### src/rtl/div_pkg.sv
// Shared definitions for the sequential restoring divider.
//   DEF_WIDTH : default operand/result width
//   state_t   : controller states (IDLE=0, RUN=1, FIX=2, DONE=3)
package div_pkg;

    localparam int DEF_WIDTH = 32;

    typedef enum logic [1:0] {
        IDLE = 2'd0,
        RUN  = 2'd1,
        FIX  = 2'd2,
        DONE = 2'd3
    } state_t;

endpackage

### src/rtl/div_step.sv
// One restoring-division iteration (purely combinational).
// Ports:
//   rem_in  : partial remainder before the step
//   bit_in  : next dividend bit shifted into the partial remainder
//   divisor : magnitude of the divisor
//   rem_out : partial remainder after the step
//   q_bit   : quotient bit produced by this step (1 = subtraction kept)
module div_step
    import div_pkg::*;
#(
    parameter int WIDTH = DEF_WIDTH
) (
    input  logic [WIDTH-1:0] rem_in,
    input  logic             bit_in,
    input  logic [WIDTH-1:0] divisor,
    output logic [WIDTH-1:0] rem_out,
    output logic             q_bit
);

    // Shifted remainder needs one extra bit: it can reach 2*divisor-1.
    logic [WIDTH:0]   shifted;
    logic [WIDTH+1:0] diff;
    logic             unused_diff_msb;

    assign shifted = {rem_in, bit_in};

    // a + ~b + 1, zero-extended by one bit so the top bit is the carry-out;
    // carry-out set means no borrow, i.e. shifted >= divisor.
    assign diff = {1'b0, shifted} + {1'b0, ~{1'b0, divisor}} + {{(WIDTH+1){1'b0}}, 1'b1};

    assign q_bit   = diff[WIDTH+1];
    // When the subtraction is kept the difference is below the divisor,
    // so its bit WIDTH is always zero.
    assign rem_out = q_bit ? diff[WIDTH-1:0] : shifted[WIDTH-1:0];

    assign unused_diff_msb = diff[WIDTH];

endmodule

### src/rtl/seq_divider.sv
// Fixed-latency sequential restoring divider, signed or unsigned.
// Ports:
//   clk, rst           : clock, synchronous active-high reset
//   start              : request a division (sampled only in IDLE)
//   is_signed          : 1 = two's-complement, 0 = unsigned
//   dividend, divisor  : operands, captured with start
//   busy               : operation in progress (RUN and FIX)
//   done               : one-cycle pulse, results valid
//   quotient/remainder : results, held until the next completion
//   div_by_zero        : last completed operation had a zero divisor
module seq_divider
    import div_pkg::*;
#(
    parameter int WIDTH = DEF_WIDTH
) (
    input  logic             clk,
    input  logic             rst,
    input  logic             start,
    input  logic             is_signed,
    input  logic [WIDTH-1:0] dividend,
    input  logic [WIDTH-1:0] divisor,
    output logic             busy,
    output logic             done,
    output logic [WIDTH-1:0] quotient,
    output logic [WIDTH-1:0] remainder,
    output logic             div_by_zero
);

    localparam int CW = $clog2(WIDTH + 1);

    state_t           state, state_nxt;
    logic [CW-1:0]    count;
    logic [WIDTH-1:0] part_rem;   // partial remainder
    logic [WIDTH-1:0] quo_sh;     // dividend bits shift out, quotient bits shift in
    logic [WIDTH-1:0] dvsr;       // divisor magnitude
    logic [WIDTH-1:0] dvd_orig;   // untouched dividend, returned on divide-by-zero
    logic             neg_q, neg_r, dz;

    logic [WIDTH-1:0] step_rem;
    logic             step_q;

    div_step #(.WIDTH(WIDTH)) u_step (
        .rem_in  (part_rem),
        .bit_in  (quo_sh[WIDTH-1]),
        .divisor (dvsr),
        .rem_out (step_rem),
        .q_bit   (step_q)
    );

    always_comb begin
        state_nxt = state;
        busy      = 1'b0;
        done      = 1'b0;
        case (state)
            IDLE: if (start) state_nxt = RUN;
            RUN: begin
                busy = 1'b1;
                if (count == CW'(1)) state_nxt = FIX;
            end
            FIX: begin
                busy      = 1'b1;
                state_nxt = DONE;
            end
            DONE: begin
                done      = 1'b1;
                state_nxt = IDLE;
            end
            default: state_nxt = IDLE;
        endcase
    end

    always_ff @(posedge clk) begin
        if (rst) begin
            state       <= IDLE;
            count       <= '0;
            part_rem    <= '0;
            quo_sh      <= '0;
            dvsr        <= '0;
            dvd_orig    <= '0;
            neg_q       <= 1'b0;
            neg_r       <= 1'b0;
            dz          <= 1'b0;
            quotient    <= '0;
            remainder   <= '0;
            div_by_zero <= 1'b0;
        end else begin
            state <= state_nxt;
            case (state)
                IDLE: if (start) begin
                    dvd_orig <= dividend;
                    dz       <= (divisor == '0);
                    quo_sh   <= (is_signed && dividend[WIDTH-1]) ? -dividend : dividend;
                    dvsr     <= (is_signed && divisor[WIDTH-1])  ? -divisor  : divisor;
                    neg_q    <= is_signed && (dividend[WIDTH-1] ^ divisor[WIDTH-1]);
                    neg_r    <= is_signed && dividend[WIDTH-1];
                    part_rem <= '0;
                    count    <= CW'(WIDTH);
                end
                RUN: begin
                    part_rem <= step_rem;
                    quo_sh   <= {quo_sh[WIDTH-2:0], step_q};
                    count    <= count - CW'(1);
                end
                // Results land on the FIX->DONE edge so they are first
                // visible together with the done pulse.
                FIX: begin
                    div_by_zero <= dz;
                    if (dz) begin
                        // Sign fix-up is skipped: the iterations would give
                        // |dividend| and possibly a negated all-ones quotient.
                        quotient  <= '1;
                        remainder <= dvd_orig;
                    end else begin
                        quotient  <= neg_q ? -quo_sh   : quo_sh;
                        remainder <= neg_r ? -part_rem : part_rem;
                    end
                end
                default: ;
            endcase
        end
    end

endmodule

### config.mk
export PLATFORM = sky130hd
export DESIGN_NAME = seq_divider
export DESIGN_NICKNAME = d
export VERILOG_FILES = /design/src/rtl/div_pkg.sv /design/src/rtl/div_step.sv /design/src/rtl/seq_divider.sv
export SDC_FILE = /design/constraint.sdc
export NUM_CORES = 1
export LEC_CHECK = 0
export ABC_AREA = 0
export BUFFER_PORTS_ARGS = -buffer_cell sky130_fd_sc_hd__buf_4
export CELL_PAD_IN_SITES_DETAIL_PLACEMENT = 0
export CELL_PAD_IN_SITES_GLOBAL_PLACEMENT = 1
export CORE_ASPECT_RATIO = 0.75
export CORE_MARGIN = 3
export CORE_UTILIZATION = 49
export CTS_BUF_LIST = sky130_fd_sc_hd__clkbuf_8
export DETAILED_ROUTE_END_ITERATION = 8
export PLACE_DENSITY_LB_ADDON = 0.2
export SLEW_MARGIN = 15
export SYNTH_ARGS = -nofsm -noshare
export SYNTH_HDL_FRONTEND = slang
export SYNTH_SLANG_ARGS = --single-unit
### constraint.sdc
create_clock -name clk -period 4.7 [get_ports clk]
set_input_delay 0.235 -clock clk [delete_from_list [all_inputs] [get_ports clk]]
set_output_delay 0.235 -clock clk [all_outputs]
set_load 0.005 [all_outputs]
==> flow_metrics.tcl <==
set metrics [dict create \
    cap_violations 0 \
    p_leak_nw 5.905 \
    firstDrtPassIters 9 \
    wl_um 37440 \
    yosys.area.top_type "dfxtp_1" \
    fillers 2345 \
    drt-initial-drc-count 1058 \
    cts_buffer_depth 3 \
    core_area_um2 24280 \
    grt_usage_pct 26.93 \
    htreeDepth 2 \
    grt_pass1_wl_um 59370 \
    power_mw 6.853 \
    path_class "reg2reg" \
    syn_inst 1569 \
    clock_sinks 204 \
    cts_root_buffer "clkbuf_8" \
    ys_async_sr_fraction_pct 0 \
    synth.most_common_cell "dfxtp_1" \
    hpwl_um 27700 \
    rsz0062_at_grt "false" \
    dr_total_vias 11948 \
    nets 1796 \
    violations "design-rule violations" \
    numCtsBuffers 35 \
    slew_viol_final 0 \
    finalSetupTns_ns 0 \
    status "complete, but fails checks" \
    clk_pin_slew_ns 0.06 \
    worst_pin_slew_ns 1.082 \
    cp_data_arrival_time_ns 4.13 \
    grt.overflow.total 0 \
    setup_viol 0 \
    antenna_cells 0 \
    avgViaCountPerCell 5.877 \
    synthXorXnorAreaFrac_pct 10.67 \
    antenna_found_initial 0 \
    die_height_um 142.8 \
    fmax_ghz 0.2698 \
    clk_latency_ns 0.55 \
    slew_headroom_pct 27.77 \
    ys_ff_latch 204 \
    yosysTopAreaCellShare_pct 33.39 \
    crit_fanout 28 \
    area_growth_pct 17.65 \
    worstHoldPathType "in2reg" \
    period_minus_slack_ns 3.706 \
    io_pins 135 \
    grt_pass1_vias 10796 \
    synth_edf_count 0 \
    grt_max_degree 72 \
    multi_input_comb_area_um2 7557 \
    wl_per_cell_um 18.42 \
    clock_skew_ns 0.04574 \
    fin_crit_sh_pct 78.85 \
    syn_nets 1680 \
    synth_top_family_by_area "compound AO/OA/AOI/OAI gates" \
    yosys_most_used_dff "dfxtp_1" \
    synthMuxAreaShare_pct 2.128 \
    ys_top_cells_by_area "dfxtp_1 (33%), xor2_1 (7.5%), nand2_1 (5.8%)" \
    synth_compound_gate_area_share_pct 22.75 \
    synthTopCellsByCount "dfxtp_1 (204), nand2_1 (189), nor2_1 (169)" \
    regToRegStartpoint "part_rem[0]$_SDFFE_PP0P_" \
    startpoint "part_rem[0]$_SDFFE_PP0P_" \
    start_util_pct 50.38 \
    crit_required_ns 5.12 \
    die_area_um2 26910 \
    ys_seq_area_share_pct 33.39 \
    ff2ff_setup_slack_ns 0.99 \
    utilization_pct 59.27 \
    crit_path_start_kind "flop" \
    layout-drive-gt1-share_pct 12.81 \
    synthSimpleGateAreaFrac_pct 21.49 \
    synth_area_um2 12230 \
    gp_congestion 0.8794 \
    syn_avg_cell_area_um2 7.795 \
    hold_viol 0 \
    drtAntennaViolNets 0 \
    portBuffers 134 \
    final_cell_area_um2 14390 \
    power.density_nw_per_um2 476.3 \
    place_area_um2 13430 \
    ir_drop_uv 280.6 \
    ys_warn_count 0 \
    fp.dieW_um 188.4 \
    pre_cts_ws_ns 1.045 \
    min-delay-start "dividend[25]" \
    ff_latch_area_um2 4086 \
    synth-adder-area-share_pct 4.460 \
    placementRows 49 \
    cts_tree "yes" \
    synth_cell_type_count 65 \
    worstSetupEndpointType "flop" \
    setup_ws_ns 0.9938 \
    drc 2 \
]
routing by layer:
layer	global-route usage [%]	vias to the layer above	part of all wire, %
li1	-	5851	-
met1	43.80	5646	52
met2	37.77	418	40
met3	3.730	33	7.2
met4	4.269	0	0.93
met5	0	-	0
sequential cells by signal (all words and copies together) (netlist names):
signal       count
state            2
dvd_orig        32
count            6
dvsr            32
remainder       32
div_by_zero      1
dz               1
neg_r            1
quotient        32
quo_sh          32
neg_q            1
part_rem        32
worst max-delay path: stages (launching register included):
cell	delay [ns]
dfxtp_1	0.48
ha_1	0.28
nor2b_1	0.14
o31ai_1	0.47
a2111oi_0	0.21
a221o_1	0.36
o21ai_0	0.40
o21a_1	0.87
a32oi_1	0.23
o21ai_0	0.13
cell type report:
type	instances	share of cell area, %
multi-input cells	1199	52.52
inverters	66	1.722
flip-flops and latches	204	28.40
well taps	331	2.878
repair buffers	179	9.843
clock buffers	39	3.730
clock inverters	15	0.9043
through the flow:
stage,cells,hold WS [ns]
floorplan,1569,0.3710
global placement,1950,0.4418
detailed placement,1950,0.4463
CTS,2033,0.003200
global route,2033,0.01614
finish,2033,0.02176
worst paths after layout:
kind | endpoint | cells after the start
hold reg to reg | dvd_orig[3]$_SDFFE_PP0P_ | 2
hold / removal | dvd_orig[25]$_SDFFE_PP0P_ | 3
setup / recovery | part_rem[30]$_SDFFE_PP0P_ | 9
setup reg to reg | part_rem[30]$_SDFFE_PP0P_ | 9
repair_timing:
action,4_1_cts,5_1_grt
hold buffers,29,0
hold endpoints to repair,30,0
setup buffers,0,0
resized for setup,0,0
logic make-up (layout without fill, tap and decap cells):
kind of cell | after synthesis | count (layout)
DFF | 204 | 204
xor gates and xnor gates | 149 | 149
and+or+nand+nor | 568 | 568
buffers and inverters | 166 | 299
AOI/OAI and AO/OA | 413 | 413
muxes | 26 | 26
adders and majority gates | 43 | 43
power by group:
group	internal [mW]	leakage, nW	switching [mW]
clock	0.868	0.374	0.740
sequential	2.10	1.67	0.327
combinational	1.13	3.87	1.70
total	4.09	5.91	2.76
layout by cell type (no fill, tap or decap), types with 12 or more instances in the layout:
cell / instances
a211oi_1: 60
a21o_1: 16
a21oi_1: 107
a222oi_1: 24
a311oi_1: 13
buf_4: 150
clkbuf_8: 39
dfxtp_1: 202
dlygate4sd3_1: 29
ha_1: 41
inv_1: 76
mux2i_1: 26
nand2_1: 189
nand2b_1: 19
nand3_1: 74
nor2_1: 167
nor3_1: 21
nor4_1: 12
o211ai_1: 13
o21ai_0: 79
o31ai_1: 27
o41ai_1: 13
or3_1: 14
or4_1: 15
xnor2_1: 44
xor2_1: 105
No activity file was read; power rests on OpenSTA's default activity.
